### config.mk
export PLATFORM = sky130hd
export DESIGN_NAME = charlieplex_scanner
export DESIGN_NICKNAME = d
export VERILOG_FILES = /design/src/rtl/charlieplex_pkg.sv /design/src/rtl/charlieplex_row_decode.sv /design/src/rtl/charlieplex_scanner.sv
export SDC_FILE = /design/constraint.sdc
export NUM_CORES = 1
export LEC_CHECK = 0
export ABC_AREA = 1
export ABC_CLOCK_PERIOD_IN_PS = 2000
export CAP_MARGIN = 30
export CORE_MARGIN = 4
export CORE_UTILIZATION = 52
export CTS_BUF_LIST = sky130_fd_sc_hd__clkbuf_4 sky130_fd_sc_hd__clkbuf_8
export CTS_CLUSTER_DIAMETER = 50
export CTS_CLUSTER_SIZE = 30
export DETAILED_ROUTE_END_ITERATION = 16
export PLACE_DENSITY = 0.9
export SLEW_MARGIN = 15
export SYNTH_ARGS = -nofsm -noshare
export SYNTH_HDL_FRONTEND = slang
export SYNTH_SLANG_ARGS = --single-unit
### constraint.sdc
create_clock -name clock -period 2 [get_ports clock]
set_input_delay 0.2 -clock clock [delete_from_list [all_inputs] [get_ports clock]]
set_output_delay 0.2 -clock clock [all_outputs]
set_load 0.02 [all_outputs]
### src/rtl/charlieplex_pkg.sv
// Shared constants and scan-state type for the charlieplexed 12x12 LED scanner.
package charlieplex_pkg;

    localparam int NUM_PINS   = 13;
    localparam int NUM_ROWS   = 12;
    localparam int NUM_COLS   = 12;
    localparam int FRAME_BITS = 144;

    typedef enum logic [0:0] {
        BLANK = 1'b0,
        DRIVE = 1'b1
    } scan_state_t;

    function automatic int cp_max(input int a, input int b);
        return (a > b) ? a : b;
    endfunction

endpackage

### src/rtl/charlieplex_row_decode.sv
// Combinational map from (row, row cell bits) to charlieplex pin enables and levels.
module charlieplex_row_decode
    import charlieplex_pkg::*;
(
    input  logic [3:0]          row,
    input  logic [NUM_COLS-1:0] bits,
    output logic [NUM_PINS-1:0] oe,
    output logic [NUM_PINS-1:0] out
);

    logic [NUM_PINS-1:0] anode_s;
    logic [NUM_PINS-1:0] low_mask_s;
    logic [NUM_PINS-1:0] cathode_s;

    // Columns below the anode keep their pin index; columns at or above it shift up by one.
    assign anode_s    = 13'd1 << row;
    assign low_mask_s = anode_s - 13'd1;
    assign cathode_s  = ({1'b0, bits} & low_mask_s)
                      | ({bits, 1'b0} & ~low_mask_s & ~anode_s);

    assign oe  = anode_s | cathode_s;
    assign out = anode_s;

endmodule

### src/rtl/charlieplex_scanner.sv
// Double-buffered row scanner for a 13-pin charlieplexed 12x12 LED array with blanking gaps.
// Optional feature macro: CHARLIEPLEX_BRIGHTNESS_EN (adds a 4-bit per-row duty control).
module charlieplex_scanner
    import charlieplex_pkg::*;
#(
    parameter int DWELL_CYCLES = 1000,
    parameter int BLANK_CYCLES = 8
)
(
    input  logic                  clock,
    input  logic                  aclr_n,
    input  logic [FRAME_BITS-1:0] frame,
    input  logic                  frame_valid,
`ifdef CHARLIEPLEX_BRIGHTNESS_EN
    input  logic [3:0]            brightness,
`endif
    output logic                  frame_ready,
    output logic [NUM_PINS-1:0]   pin_oe,
    output logic [NUM_PINS-1:0]   pin_out,
    output logic [3:0]            row,
    output logic                  frame_start
);

    localparam int CW = $clog2(cp_max(DWELL_CYCLES, BLANK_CYCLES)) + 1;
    localparam logic [CW-1:0] DWELL_LAST = CW'(DWELL_CYCLES - 1);
    localparam logic [CW-1:0] BLANK_LAST = CW'(BLANK_CYCLES - 1);

    scan_state_t           state_r;
    logic [3:0]            row_r;
    logic [CW-1:0]         dcnt_r;
    logic [NUM_PINS-1:0]   pin_oe_r;
    logic [NUM_PINS-1:0]   pin_out_r;
    logic                  frame_start_r;
    logic                  frame_ready_r;
    logic [FRAME_BITS-1:0] shadow_r;
    logic [FRAME_BITS-1:0] active_r;

    logic [7:0]            base_s;
    logic [NUM_COLS-1:0]   row_bits_s;
    logic [NUM_PINS-1:0]   dec_oe_s;
    logic [NUM_PINS-1:0]   dec_out_s;
    logic                  wrap_s;

    assign base_s     = {4'd0, row_r} * 8'd12;
    assign row_bits_s = active_r[base_s +: NUM_COLS];
    assign wrap_s     = (state_r == DRIVE) && (dcnt_r == DWELL_LAST) && (row_r == 4'd11);

    charlieplex_row_decode u_decode (
        .row  (row_r),
        .bits (row_bits_s),
        .oe   (dec_oe_s),
        .out  (dec_out_s)
    );

`ifdef CHARLIEPLEX_BRIGHTNESS_EN
    localparam int PW = CW + 5;
    logic [3:0]    bright_r;
    logic [PW-1:0] lit_lhs_s;
    logic [PW-1:0] lit_rhs_s;
    logic          lit_s;

    // Duty test is evaluated for the dwell cycle about to be entered.
    assign lit_lhs_s = PW'(dcnt_r + CW'(1)) << 4;
    assign lit_rhs_s = PW'({1'b0, bright_r} + 5'd1) * PW'(DWELL_CYCLES);
    assign lit_s     = lit_lhs_s < lit_rhs_s;
`endif

    // Frame buffers: accept into shadow, promote to active only at the 11->0 wrap.
    always_ff @(posedge clock) begin
        if (!aclr_n) begin
            shadow_r      <= {FRAME_BITS{1'b0}};
            active_r      <= {FRAME_BITS{1'b0}};
            frame_ready_r <= 1'b1;
        end else if (wrap_s && !frame_ready_r) begin
            active_r      <= shadow_r;
            frame_ready_r <= 1'b1;
        end else if (frame_valid && frame_ready_r) begin
            shadow_r      <= frame;
            frame_ready_r <= 1'b0;
        end else begin
            frame_ready_r <= frame_ready_r;
        end
    end

    // Scan FSM; pin outputs are registered from the state being entered.
    always_ff @(posedge clock) begin
        if (!aclr_n) begin
            state_r       <= BLANK;
            row_r         <= 4'd0;
            dcnt_r        <= '0;
            pin_oe_r      <= '0;
            pin_out_r     <= '0;
            frame_start_r <= 1'b0;
`ifdef CHARLIEPLEX_BRIGHTNESS_EN
            bright_r      <= 4'd15;
`endif
        end else begin
            case (state_r)
                BLANK: begin
                    if (dcnt_r == BLANK_LAST) begin
                        state_r       <= DRIVE;
                        dcnt_r        <= '0;
                        pin_oe_r      <= dec_oe_s;
                        pin_out_r     <= dec_out_s;
                        frame_start_r <= (row_r == 4'd0);
`ifdef CHARLIEPLEX_BRIGHTNESS_EN
                        bright_r      <= brightness;
`endif
                    end else begin
                        dcnt_r        <= dcnt_r + CW'(1);
                        pin_oe_r      <= '0;
                        pin_out_r     <= '0;
                        frame_start_r <= 1'b0;
                    end
                end
                DRIVE: begin
                    frame_start_r <= 1'b0;
                    if (dcnt_r == DWELL_LAST) begin
                        state_r   <= BLANK;
                        dcnt_r    <= '0;
                        pin_oe_r  <= '0;
                        pin_out_r <= '0;
                        row_r     <= (row_r == 4'd11) ? 4'd0 : row_r + 4'd1;
                    end else begin
                        dcnt_r <= dcnt_r + CW'(1);
`ifdef CHARLIEPLEX_BRIGHTNESS_EN
                        if (!lit_s) begin
                            pin_oe_r  <= '0;
                            pin_out_r <= '0;
                        end else begin
                            pin_oe_r  <= pin_oe_r;
                            pin_out_r <= pin_out_r;
                        end
`endif
                    end
                end
                default: begin
                    state_r       <= BLANK;
                    dcnt_r        <= '0;
                    pin_oe_r      <= '0;
                    pin_out_r     <= '0;
                    frame_start_r <= 1'b0;
                end
            endcase
        end
    end

    assign frame_ready = frame_ready_r;
    assign pin_oe      = pin_oe_r;
    assign pin_out     = pin_out_r;
    assign row         = row_r;
    assign frame_start = frame_start_r;

endmodule

* Yosys cells after proc, flatten, opt, wreduce, memory -nomap -nowiden
Cells that the tools add are included.
** Operators by class
- Shift operators :: 2
- $mul :: 1
- $add $sub $neg :: 3
- Eq/ne operators :: 4
- Bitwise gates (word level) :: 10
- Reduce and logical (&&, ||, !) cells :: 9
- Muxes and demuxes :: 14
** Operator list (count)
- 144-bit by 9-bit indexed part select with 12-bit output :: 1
- 13-bit case mux with 2 select lines :: 2
- 13-bit two-way mux :: 3
- 13-bit AND :: 2
- 13-bit inverter :: 2
- 13-bit bitwise OR :: 2
- 11-bit two-way mux :: 2
- 11-bit case mux with 2 select lines :: 1
- 12-bit by 13-bit AND with 13-bit output :: 1
- 1-bit by 4-bit left shift with 13-bit output, first input constant :: 1
- 13-bit by 1-bit subtractor with 13-bit output, second input constant :: 1
- 11-bit by 1-bit adder with 11-bit output, second input constant :: 1
- 11-bit by 10-bit equality test with 1-bit output, second input constant :: 1
- 11-bit by 3-bit equality test with 1-bit output, second input constant :: 1
- 4-bit by 2-bit multiplier with 6-bit output, second input constant :: 1
- 4-bit by 1-bit adder with 4-bit output, second input constant :: 1
- 4-bit equality test, second input constant :: 1
- 1-bit logical AND :: 4
- 4-bit zero test :: 1
- 4-bit two-way mux :: 1
- 1-bit case mux with 2 select lines :: 2
- 2-bit AND reduction :: 2
- 1-bit two-way mux :: 3
- 1-bit inverter :: 3
- other kinds (3) :: 3
** Storage, ports and cells
- Output and inout bits :: 32
- Flip-flop bits (word level) :: 332
- Logic and storage cells :: 52

* Depth between registers and ports, before layout
- Depth after elaboration :: 9
- Mapped depth :: 14
- Mapped depth without buffers :: 12

* Cells and area by module
From an unflattened synthesis, not the netlist that was laid out.
** Unflattened totals
- Cells, all modules :: 2126
- Area total of the unflattened synthesis :: 14754.2 sq um
** By module, submodules not included
- charlieplex_scanner :: cells each 2044, area an instance 14295.0 sq um, sequential area each 6646.4 sq um, times used 1
- charlieplex_row_decode :: cells each 82, area an instance 459.2 sq um, sequential area each 0.0 sq um, times used 1

* Worst setup path before layout
Ideal clock, no wire load.
- Path kind :: reg2reg
- From :: register row_r[1], in the netlist row[1]
- To :: register pin_oe_r[12], in the netlist pin_oe[12]
- Path slack :: -0.129 ns
- Cell stages (with the launch flop) :: 13
- Arrival time :: 2.007 ns
- Buffers on the path :: 2
- Required time :: 1.879 ns
- Cells stage by stage :: dfxtp_1 inv_1 buf_2 buf_1 ha_1 o21ai_2 nand2_1 nor2_1 nand2_1 nor2_1 nand2_1 nand3b_1 a21oi_1
** Between the ends
- Word-level cells in the longest chain between the ends :: 9
- Elaborated cells between the ends (all ways) :: 13
- Classes of those cells :: add/sub (1); mul (1); shift (2); mux (2); bitwise (7)
** RTL lines
- start, declared :: RTL line charlieplex_scanner.sv:29 : logic [3:0] row_r;
- start signal, assigned :: RTL line charlieplex_scanner.sv:123 : row_r <= (row_r == 4'd11) ? 4'd0 : row_r + 4'd1;
- parallel branches: the longest is 6 deep, another holds 4-bit by 2-bit multiplier with 6-bit output
- 13-bit bitwise OR (*) :: RTL line charlieplex_row_decode.sv:21 : assign oe = anode_s | cathode_s;
- 13-bit two-way mux (*) :: RTL line charlieplex_scanner.sv:100 : if (dcnt_r == BLANK_LAST) begin
- 13-bit case mux with 2 select lines (*) :: RTL line charlieplex_scanner.sv:98 : case (state_r)
- end signal, assigned :: RTL line charlieplex_scanner.sv:103 : pin_oe_r <= dec_oe_s;
- end, declared :: RTL line charlieplex_scanner.sv:31 : logic [NUM_PINS-1:0] pin_oe_r;
Mark *: on every way between the ends.
A chain may end at the register's enable or synchronous reset.

* Final worst setup path
- From :: register row_r[2], in the netlist row[2]
- To :: output row[2]
** RTL lines
- end, declared :: RTL line charlieplex_scanner.sv:20 : output logic [3:0] row,
No word-level cell between the ends.

==> impl_metrics.toml <==
[status]
status = "completed"

[final_layout]
nets = 2150
post-route-util_pct = 63.55
fillCellCount = 2215
syn2layout_area_growth_pct = 20.20
drive_above_1_share_pct = 6.488
n_antenna_cell = 0
fin_cells = 2354

[synthesis]
synth_edf_count = 0
yosysMostFrequentCell = "dfxtp_1"
ys_seq_elements = 332
synth-warning-count = 0
syn_area_per_cell_sq_um = 7.353
synth_commonest_cells = "332 x dfxtp_1, 309 x a21oi_1, 283 x o21ai_0"
seq_area_frac_synth_pct = 48.10
netlist.area_leader.share_pct = 48.10
async_flop_share_pct = 0
yosysTopAreaCell = "dfxtp_1"
ys_types = 32
netlist_area_sq_mm = 0.01382
synth_cells = 1879
synth_ff_type = "dfxtp_1"
synthTopCellsByArea = "dfxtp_1 48%, a21oi_1 11%, o21ai_0 10%"
synth_fp_nets = 2033

[power]
ir_drop_mv = 0.5960
p_int_mw = 9.343
power.share.clock_pct = 37.1
pwr-share-seq_pct = 54.9
swShare_pct = 26.59
power.density_mw_per_mm2 = 766.3
p_leak_nw = 6.612
comb_power_share_pct = 8.0
p_sw_mw = 3.385

[placement]
portBuffers = 178
gp_congestion = 0.9162
post-dp-hpwl_um = 25450
dp.cells = 2299

[grt]
grt-ovfl-total = 0
grt_pass1_vias = 11918
grt_max_degree = 112
grt_usage_pct = 23.94
met3_usage_pct = 2.796
use_met1_pct = 33.06
antenna_found_initial = 0
grt-busiest-layer = "met2"
grt_pass1_wl_um = 58150
gr-usage-met2_pct = 40.23

[clocking]
root_buffer = "clkbuf_8"
clk_latency_ps = 610
h-tree-depth = 1
numCtsBuffers = 29
clockBufferDepth = 3
clock_sinks = 332
path_clk_slew_ps = 100
cts_tree = "yes"

[critical_path]
slowest_delay_ps = 710
crit_arrival_ps = 1750
critical_path.cell_chain = "clkdlybuf4s50_1"
crit_family = "buffers and inverters"
path_buf_inv = 1
cp-start-kind = "flip-flop"
cp-end-kind = "primary output"
slowest_stage = "clkdlybuf4s50_1"
critPathMaxFanout = 4
critPathKind = "flip-flop to primary output"
ff2ff_path_depth = 10
worst-path-stages = 1
required_ps = 1800

[timing]
final.period_utilization_pct = 97.38
setup_violations = 0
hold_viol_final = 0
slew_headroom_pct = 56.58
finalClockSkew_ps = 30.93
rsz0062_at_grt = "true"
fmax_mhz = 513.4
finalSetupTns_ps = 0
finalCriticalPeriod_ps = 1948
fin_hold_ws_ps = 176.7
slew_viol_final = 0
tightest_slew_ps = 645.4

[detailed_routing]
via_per_inst = 5.478
ant_nets = 0
vias = 12895
wl_per_cell_um = 15.67
drc = 0
drtIter0Drc = 1319
wirelength_um = 36880
drtPass1Iterations = 6

[floorplanning]
rows = 59
core_area_sq_mm = 0.02613
die_h_um = 171.0
die-area_sq_mm = 0.02924
start_util_pct = 52.87
die_width_um = 171.0
io_pins = 179

[hold_path]
hold_path.class = "input port to flip-flop"
min_delay_path_depth = 3

[flow_run]
maxCapViolCount = 0
-- final cells by class --
class	instances	area (sq um)	share of cell area, %
Sequential cell	332	6653	40.06
Multi-Input combinational cell	1212	5754	34.65
Timing Repair Buffer	226	2301	13.85
Inverter	195	732.0	4.407
Tap cell	335	419.2	2.524
Clock buffer	29	399.1	2.403
Clock inverter	25	350.3	2.109
-- flip-flops by register name, summed over array words and instances, names as in the netlist --
register,cells
active_r,144
shadow_r,144
pin_oe,13
pin_out,13
dcnt_r,11
row,4
frame_ready,1
frame_start,1
state_r,1
-- worst paths after layout --
check | startpoint | to | slack, ps
max | row[2] | row[2] | 50
min | frame_valid | frame_ready | 180
max reg2reg | dcnt_r[0] | active_r[79] | 90
min reg2reg | shadow_r[1] | shadow_r[1] | 450
-- power groups by stage --
stage                     Combinational (mW)  Clock (mW)  Sequential (mW)
final                                   1.02        4.72             6.98
after global routing                    1.14        5.02             7.01
after detailed placement                1.01           0             7.12
after global placement                 0.969           0             7.12
after CTS                               1.02        4.77             6.98
after floorplan                        0.556           0             7.07
-- worst min-delay path: cells and delay by family --
family / cells / cell delay [ps]
buffers and inverters: 2 / 370
AO/OA/AOI/OAI: 1 / 170
-- cells by family after synthesis --
kind of cell	after synthesis	synth area share, %
xor+xnor	8	0.5071
buf+inv	335	10.47
fa+ha+maj	7	0.6339
flops	332	48.10
compound gates	625	22.87
simple gates	572	17.42
-- per-stage QoR --
step / total power [mW] / cell area, sq um / setup WS, ps
after floorplan: 7.630 / 13820 / 20.82
after global placement: 8.088 / 15820 / 168.0
after detailed placement: 8.129 / 15820 / 83.46
after CTS: 12.76 / 16580 / 12.30
after global routing: 13.16 / 16610 / -1.337
final: 12.73 / 16610 / 52.34
-- routing by layer --
| layer | vias up | routed length (um) |
|---|---|---|
| li1 | 6393 | - |
| met1 | 5940 | 16040 |
| met2 | 503 | 17340 |
| met3 | 59 | 2583 |
| met4 | 0 | 923 |
| met5 | - | 0 |
-- layout by cell type (no fill, tap or decap), types with 4 or more instances in the layout --
cell type,instances
a21oi_1,308
buf_12,12
buf_4,33
buf_6,4
clkbuf_8,29
clkdlybuf4s50_1,173
clkinvlp_4,5
dfxtp_1,329
ha_1,5
inv_1,189
inv_12,4
inv_2,4
inv_8,4
nand2_1,269
nand3_1,101
nand4_1,15
nor2_1,165
nor2_2,5
o211ai_1,11
o21ai_0,263
o21ai_1,40
xor2_1,8
-- timing repair --
| item | CTS | global route |
|---|---|---|
| gates resized for setup | 4 | 28 |
| gates cloned | 0 | 0 |
| endpoints found under the hold margin | 34 | 0 |
| hold buffers | 1 | 0 |
| setup buffers | 0 | 0 |
| setup endpoints to repair | 3 | 39 |
Note: power is estimated with default switching activity, not from simulation.
